==> src/rtl/display_tx.sv <==
// display_tx: serial byte transmitter for a display link, with optional even parity and a frame counter
module display_tx #(
   parameter int CLKS_PER_BIT = 4,
   parameter bit PARITY_EN = 1'b1
) (
   input  logic       clk,
   input  logic       reset,
   input  logic [7:0] in_data,
   input  logic       in_valid,
   output logic       in_ready,
   output logic       sig,
   output logic       busy,
   output logic       done,
   output logic [7:0] frame_cnt
);
   typedef enum logic [2:0] {IDLE, START, DATA, PARITY, STOP} state_t;
   state_t r_state, w_next;
   logic [7:0] r_cnt, r_shift, r_frames;
   logic [2:0] r_idx, w_idx_nxt;
   logic r_sig, w_tick, w_sig_nxt;
   assign w_tick = r_cnt == 8'(CLKS_PER_BIT - 1);
   assign w_idx_nxt = r_state != DATA ? 3'd0 : w_tick ? r_idx + 3'd1 : r_idx;
   assign sig = r_sig;
   assign frame_cnt = r_frames;
   always_ff @(posedge clk) begin
      if (!reset) r_state <= IDLE;
      else r_state <= w_next;
   end
   always_comb begin
      w_next = r_state;
      case (r_state)
         IDLE:    if (in_valid) w_next = START;
         START:   if (w_tick) w_next = DATA;
         DATA:    if (w_tick && r_idx == 3'd7) w_next = PARITY_EN ? PARITY : STOP;
         PARITY:  if (w_tick) w_next = STOP;
         STOP:    if (w_tick) w_next = IDLE;
         default: w_next = IDLE;
      endcase
   end
   // sig is registered from the upcoming state so each bit appears exactly on its boundary edge
   always_comb begin
      in_ready  = r_state == IDLE;
      busy      = r_state != IDLE;
      done      = r_state == STOP && w_tick;
      w_sig_nxt = w_next == START  ? 1'b0 :
                  w_next == DATA   ? r_shift[w_idx_nxt] :
                  w_next == PARITY ? ^r_shift : 1'b1;
   end
   always_ff @(posedge clk) begin
      if (!reset) begin
         r_cnt    <= '0;
         r_idx    <= '0;
         r_shift  <= '0;
         r_sig    <= 1'b1;
         r_frames <= '0;
      end else begin
         r_cnt <= (r_state == IDLE || w_tick) ? 8'd0 : r_cnt + 8'd1;
         r_idx <= w_idx_nxt;
         r_sig <= w_sig_nxt;
         if (in_valid && in_ready) r_shift <= in_data;
         if (done) r_frames <= r_frames + 8'd1;
      end
   end
endmodule

==> config.mk <==
export PLATFORM = sky130hd
export DESIGN_NAME = display_tx
export DESIGN_NICKNAME = d
export VERILOG_FILES = /design/src/rtl/display_tx.sv
export SDC_FILE = /design/constraint.sdc
export NUM_CORES = 1
export LEC_CHECK = 0
export ABC_AREA = 1
export CORE_ASPECT_RATIO = 0.75
export CORE_MARGIN = 10
export CORE_UTILIZATION = 55
export CTS_CLUSTER_DIAMETER = 80
export DETAILED_ROUTE_END_ITERATION = 16
export GPL_ROUTABILITY_DRIVEN = 1
export PLACE_DENSITY = 0.84
export SLEW_MARGIN = 5
export SYNTH_ARGS = -nofsm -noshare
export SYNTH_HDL_FRONTEND = slang
export SYNTH_SLANG_ARGS = --single-unit
export TNS_END_PERCENT = 30
==> constraint.sdc <==
create_clock -name clk -period 3.9 [get_ports clk]
set_clock_uncertainty 0.2 [all_clocks]
set_input_delay 1.17 -clock clk [delete_from_list [all_inputs] [get_ports clk]]
set_output_delay 1.17 -clock clk [all_outputs]
set_load 0.02 [all_outputs]
==> impl_metrics.toml, run 1 <==
[finish]
layout_commonest_cell = "nand2_1"
register_area_um2 = 621
fin_nets = 247
most-common-layout-cells = "nand2_1 (35), dfxtp_1 (31), clkdlybuf4s50_1 (22)"
diodes = 0
area_delta_synth_final_pct = 22.0
final_util = 0.724
multi_input_area_um2 = 852
fillers = 215
drive_above_1_share = 0.167

[logic_synthesis]
ys_seq_elements = 31
synth_ff_type = "dfxtp_1"
async_flop_share = 0
syn_avg_cell_area_um2 = 7.84
seq_area_frac_synth = 0.390
syn-num-nets = 218
syn_area_mm2 = 0.00159
syn_inst = 203
yosysWarnings = 0
synth-edff-count = 0
yosysUniqueCellTypes = 32

[setup_path]
crit_path_max_fanout = 9
start_kind = "register"
critPathArrivalTime_ns = 2.06
r2r_start = "r_cnt[0]$_SDFF_PP0_"
r2r_slack_ns = 1.98
crit_type = "reg2out"
endpoint_kind = "output port"
critPathLaunch = "r_cnt[0]$_SDFF_PP0_"
crit_required_ns = 2.53

[clocking]
post_cts_buffers = 0
cts.repair.resized = 0
path_clk_slew_ns = 0.06
cts_root_buf = "clkbuf_8"
clockBufferDepth = 2
cts_sinks = 31
clk_latency_ns = 0.28
h-tree-depth = 2
numCtsBuffers = 5
cts_hold_buf = 0
cts_tree = "built"

[global_route]
top_usage_layer = "met2"
grtUsageMet2 = 0.186
grt_remaining_overflow = 0
grt_pass1_vias = 1278
grt_util_all_layers = 0.135
antenna_found_initial = 0
use_met3 = 0.0643
grt_max_degree = 11
gr-usage-met1 = 0.168
grt_pass1_wl_um = 5710

[pwr]
power_density_mw_per_mm2 = 329
leakagePower_nw = 0.807
peakVddDrop_mv = 0.308

[floorplanning]
dieArea_mm2 = 0.00547
fp.dieW_um = 82.1
die_y_um = 66.6
ios = 23
design.core.area_mm2 = 0.00268
num_rows = 16
start_util = 0.593

[timing]
timing.fmax_mhz = 291
rsz0062_at_grt = "false"
setup_violations = 0
maxSlewViolCount = 0
tightest_slew_ns = 0.344
fin_setup_tns_ns = 0
post-route-min-period_ns = 3.43
whs_ns = 0.254
finalHoldViolCount = 0
slew_headroom = 0.769
finalCritPeriodShare = 0.880

[placed_design]
hpwl_um = 2490
place_congestion = 0.840
portBuffers = 22

[status]
status = "completed"

[run]
cap_violations = 0

[routing]
postRouteAntennaNets = 0
vias = 1348
drc = 0
dr.pass1.iters = 4
wirelength_um = 3320
wl_per_cell_um = 12.3
viasPerCell = 5.01
drtIter0Drc = 116

[min_path]
hold_path_class = "reg2reg"
worstHoldStart = "r_cnt[0]$_SDFF_PP0_"
cell families (layout without fill, tap and decap cells):
family,Yosys count,after routing,share of synthesized area
AOI/OAI and AO/OA,27,27,0.0888
xor gates and xnor gates,11,11,0.0605
adders and majority gates,4,4,0.0314
buffers and inverters,31,61,0.0747
DFF,31,31,0.390
and+or+nand+nor,99,99,0.355
Yosys cell counts, types with 4 or more instances:
master / n / share of area
xnor2_1: 7 / 0.039
a21oi_1: 18 / 0.057
inv_1: 17 / 0.040
o21ai_0: 4 / 0.013
nand2_1: 35 / 0.083
nor2_1: 16 / 0.038
xor2_1: 4 / 0.022
nand2_2: 5 / 0.020
inv_2: 11 / 0.026
dfxtp_1: 31 / 0.39
nand3_1: 14 / 0.044
nand4_1: 5 / 0.020
ha_1: 4 / 0.031
nor2_4: 5 / 0.035
nor3_1: 5 / 0.016
registers in the layout, indices dropped and copies added (netlist names):
| name | flops |
|---|---|
| r_state | 3 |
| r_cnt | 8 |
| frame_cnt | 8 |
| sig | 1 |
| r_idx | 3 |
| r_shift | 8 |
metal layers:
metal / wire, µm / up-vias
met1: 1600 / 587
met5: 0 / -
li1: - / 714
met4: 70 / 0
met3: 306 / 7
met2: 1340 / 40
where the power goes:
| part | switching, mW | leakage, nW | total (mW) | internal (mW) |
|---|---|---|---|---|
| Combinational | 0.0349 | 0.513 | 0.0684 | 0.0335 |
| Sequential | 0.00748 | 0.252 | 0.332 | 0.325 |
| Clock | 0.113 | 0.0422 | 0.238 | 0.125 |
| Total | 0.156 | 0.807 | 0.639 | 0.483 |
area by class of cell:
class,instances,area share
Tap cell,36,0.0232
Inverter,30,0.0593
Multi-Input combinational cell,141,0.439
Timing Repair Buffer,23,0.117
Clock buffer,7,0.0393
Sequential cell,31,0.320
Clock inverter,1,0.00258
path summary, 6_finish.rpt:
path / to / cells after the start
max: done / 6
min: r_cnt[0]$_SDFF_PP0_ / 1
max reg2reg: frame_cnt[6]$_SDFFE_PN0P_ / 10
min reg2reg: r_cnt[0]$_SDFF_PP0_ / 1
critical path, stage by stage (launching register included):
cell	delay, ns
dfxtp_1	0.35
ha_1	0.21
nand2_2	0.10
nor2_4	0.16
nand2_4	0.13
nor2_8	0.18
clkdlybuf4s50_1	0.64
stage by stage:
step	power, mW	area (µm²)	instances	worst slack (ns)
finish	0.639	1940	269	0.467
global route	0.666	1940	269	0.331
CTS	0.644	1940	269	0.437
floorplan	0.382	1590	203	1.50
detailed placement	0.408	1860	261	0.780
global placement	0.407	1860	261	0.853
Note: power is estimated with default switching activity, not from simulation.
==> run 2: changes to the inputs <==
--- a/config.mk
+++ b/config.mk
@@ -5,14 +5,14 @@
 export SDC_FILE = /design/constraint.sdc
 export NUM_CORES = 1
 export LEC_CHECK = 0
-export ABC_AREA = 1
+export CAP_MARGIN = 20
 export CORE_ASPECT_RATIO = 0.75
 export CORE_MARGIN = 10
-export CORE_UTILIZATION = 55
+export CORE_UTILIZATION = 53
 export CTS_CLUSTER_DIAMETER = 80
 export DETAILED_ROUTE_END_ITERATION = 16
 export GPL_ROUTABILITY_DRIVEN = 1
-export PLACE_DENSITY = 0.84
+export PLACE_DENSITY = 0.82
 export SLEW_MARGIN = 5
 export SYNTH_ARGS = -nofsm -noshare
 export SYNTH_HDL_FRONTEND = slang
==> constraint.sdc (replaced) <==
create_clock -name clk -period 3.7 [get_ports clk]
set_clock_uncertainty 0.2 [all_clocks]
set_input_delay 1.11 -clock clk [delete_from_list [all_inputs] [get_ports clk]]
set_output_delay 1.11 -clock clk [all_outputs]
set_load 0.02 [all_outputs]
==> run 2 against run 1 <==
- worst setup slack got worse by 0.37 ns
- sequential power rose by 5%
- global-route usage rose by 0.064 points
- clock-buffer cell count fell by 1
- cell count fell by 13%
- die area fell by 1.0%
- final area fell by 2.8%
- routed wire length rose by 0.87%
- area after synthesis fell by 5.0%
- synthesized cell count fell by 16%
- critical endpoint unchanged
==> impl_metrics.toml, run 2 <==
[clocking]
cts.repair.resized = 0
cts_hold_buf = 0
h-tree-depth = 2
numCtsBuffers = 5
cts_tree = "built"
path_clk_slew_ns = 0.06
cts_sinks = 31
post_cts_buffers = 0
clockBufferDepth = 2
cts_root_buf = "clkbuf_8"
clk_latency_ns = 0.28

[finish]
multi_input_area_um2 = 847
diodes = 0
most-common-layout-cells = "dfxtp_1 (31), nand2_1 (25), nor2_1 (22), clkdlybuf4s50_1 (22), xnor2_1 (12)"
drive_above_1_share = 0.106
layout_commonest_cell = "dfxtp_1"
final_util = 0.709
fillers = 223
fin_nets = 212
area_delta_synth_final_pct = 24.8
register_area_um2 = 621

[floorplanning]
fp.dieW_um = 81.7
ios = 23
num_rows = 16
dieArea_mm2 = 0.00541
design.core.area_mm2 = 0.00266
die_y_um = 66.3
start_util = 0.568

[run]
cap_violations = 0

[routing]
dr.pass1.iters = 4
viasPerCell = 5.38
drc = 0
vias = 1260
wirelength_um = 3350
wl_per_cell_um = 14.3
drtIter0Drc = 71
postRouteAntennaNets = 0

[logic_synthesis]
synth_area_leaders = "dfxtp_1 (41%), xnor2_1 (6.9%), nand2_1 (6.2%), nor2_1 (5.5%), xor2_1 (5.2%)"
synth_mux_area_frac = 0.0414
synth.most_common_cell = "dfxtp_1"
syn-num-nets = 186
yosysUniqueCellTypes = 40
synth_xor_area_frac = 0.132
syn_avg_cell_area_um2 = 8.85
yosys-top-cells-count = "dfxtp_1 (31), nand2_1 (25), nor2_1 (22)"
synth-simple-area-share = 0.257
synth-edff-count = 0
synth_ff_type = "dfxtp_1"
syn_inst = 171
synth_compound_area_frac = 0.0959
async_flop_share = 0
seq_area_frac_synth = 0.410
yosys.area.top_type = "dfxtp_1"
syn_area_mm2 = 0.00151
synth_top_cell_area_share = 0.410
synthAdderAreaFrac = 0.0331
yosysWarnings = 0
synth_top_family_by_area = "simple AND/OR/NAND/NOR gates"
ys_seq_elements = 31

[global_route]
grt_util_all_layers = 0.135
grt_pass1_vias = 1265
grt_max_degree = 23
grt_pass1_wl_um = 5710
grt_remaining_overflow = 0
antenna_found_initial = 0

[timing]
setup_violations = 0
finalCritPeriodShare = 0.975
maxSlewViolCount = 0
slew_headroom = 0.748
whs_ns = 0.286
finalHoldViolCount = 0
tightest_slew_ns = 0.376
timing.fmax_mhz = 277
fin_setup_tns_ns = 0
rsz0062_at_grt = "false"
post-route-min-period_ns = 3.61

[pwr]
clock_power_share = 0.452
p_comb_frac = 0.088
power_mw = 0.758
p_int_mw = 0.593
pwr-share-seq = 0.460
switching_share = 0.217
leakagePower_nw = 0.693
peakVddDrop_mv = 0.249
power.net_switching_mw = 0.165
power_density_mw_per_mm2 = 401

[setup_path]
r2r_start = "r_cnt[0]$_SDFF_PP0_"
endpoint_kind = "output port"
crit_type = "reg2out"
cp_slowest_cell = "clkdlybuf4s50_1"
crit_required_ns = 2.39
cpPeakStageDelay_ns = 0.63
critPathLaunch = "r_cnt[0]$_SDFF_PP0_"
start_kind = "register"
critPathArrivalTime_ns = 2.30
crit_path_max_fanout = 4
crit_chain = "ha_1, or3b_2, nor3_4, clkdlybuf4s50_1"

[placed_design]
place_congestion = 0.821
hpwl_um = 2610
portBuffers = 22

[min_path]
worstHoldStart = "r_cnt[0]$_SDFF_PP0_"
hold_path_class = "reg2reg"

[status]
status = "completed"
==> run 2: cell type report <==
| class | count | share of cell area |
|---|---|---|
| Sequential cell | 31 | 0.329 |
| Tap cell | 36 | 0.0239 |
| Multi-Input combinational cell | 129 | 0.449 |
| Inverter | 6 | 0.0119 |
| Timing Repair Buffer | 24 | 0.125 |
| Clock buffer | 6 | 0.0437 |
| Clock inverter | 2 | 0.0186 |
==> run 2: worst paths after layout <==
kind	depth (start not counted)	endpoint	slack, ns
hold / removal	1	r_cnt[0]$_SDFF_PP0_	0.29
setup reg to reg	7	sig$_SDFF_PN1_	1.21
setup / recovery	4	done	0.09
hold reg to reg	1	r_cnt[0]$_SDFF_PP0_	0.29
==> run 2: routing by layer <==
layer  track usage  part of all wire  vias to the layer above
li1              -                 -                      635
met1         0.151              0.46                      594
met2         0.233              0.48                       28
met3        0.0571             0.053                        3
met4        0.0318            0.0069                        0
met5             0                 0                        -
==> run 2: logic make-up (layout without fill, tap and decap cells) <==
logic type      after synthesis  in the layout
xor+xnor                     22             22
fa+ha+maj                     4              4
flops                        31             31
compound gates               21             21
mux                           6              6
simple gates                 76             76
buf+inv                      11             38
==> run 2: power groups by stage <==
stage | clock, mW | combinational, mW | sequential, mW
floorplan | 0 | 0.0417 | 0.355
global placement | 0 | 0.0649 | 0.355
detailed placement | 0 | 0.0670 | 0.356
CTS | 0.349 | 0.0672 | 0.349
global route | 0.363 | 0.0733 | 0.350
finish | 0.343 | 0.0665 | 0.349
==> run 2: per-stage QoR <==
step | instances | setup WS (ns) | cell area [µm²]
finish | 234 | 0.0926 | 1890
detailed placement | 226 | 0.383 | 1770
CTS | 234 | 0.0755 | 1890
floorplan | 171 | 0.896 | 1510
global route | 234 | 0.00268 | 1890
global placement | 226 | 0.439 | 1770
==> run 2: worst max-delay path: cells and delay by family (launching register included) <==
family                     cells  cell delay [ns]
and+or+nand+nor                2             0.79
buffers and inverters          1             0.63
DFF                            1             0.37
adders and majority gates      1             0.23
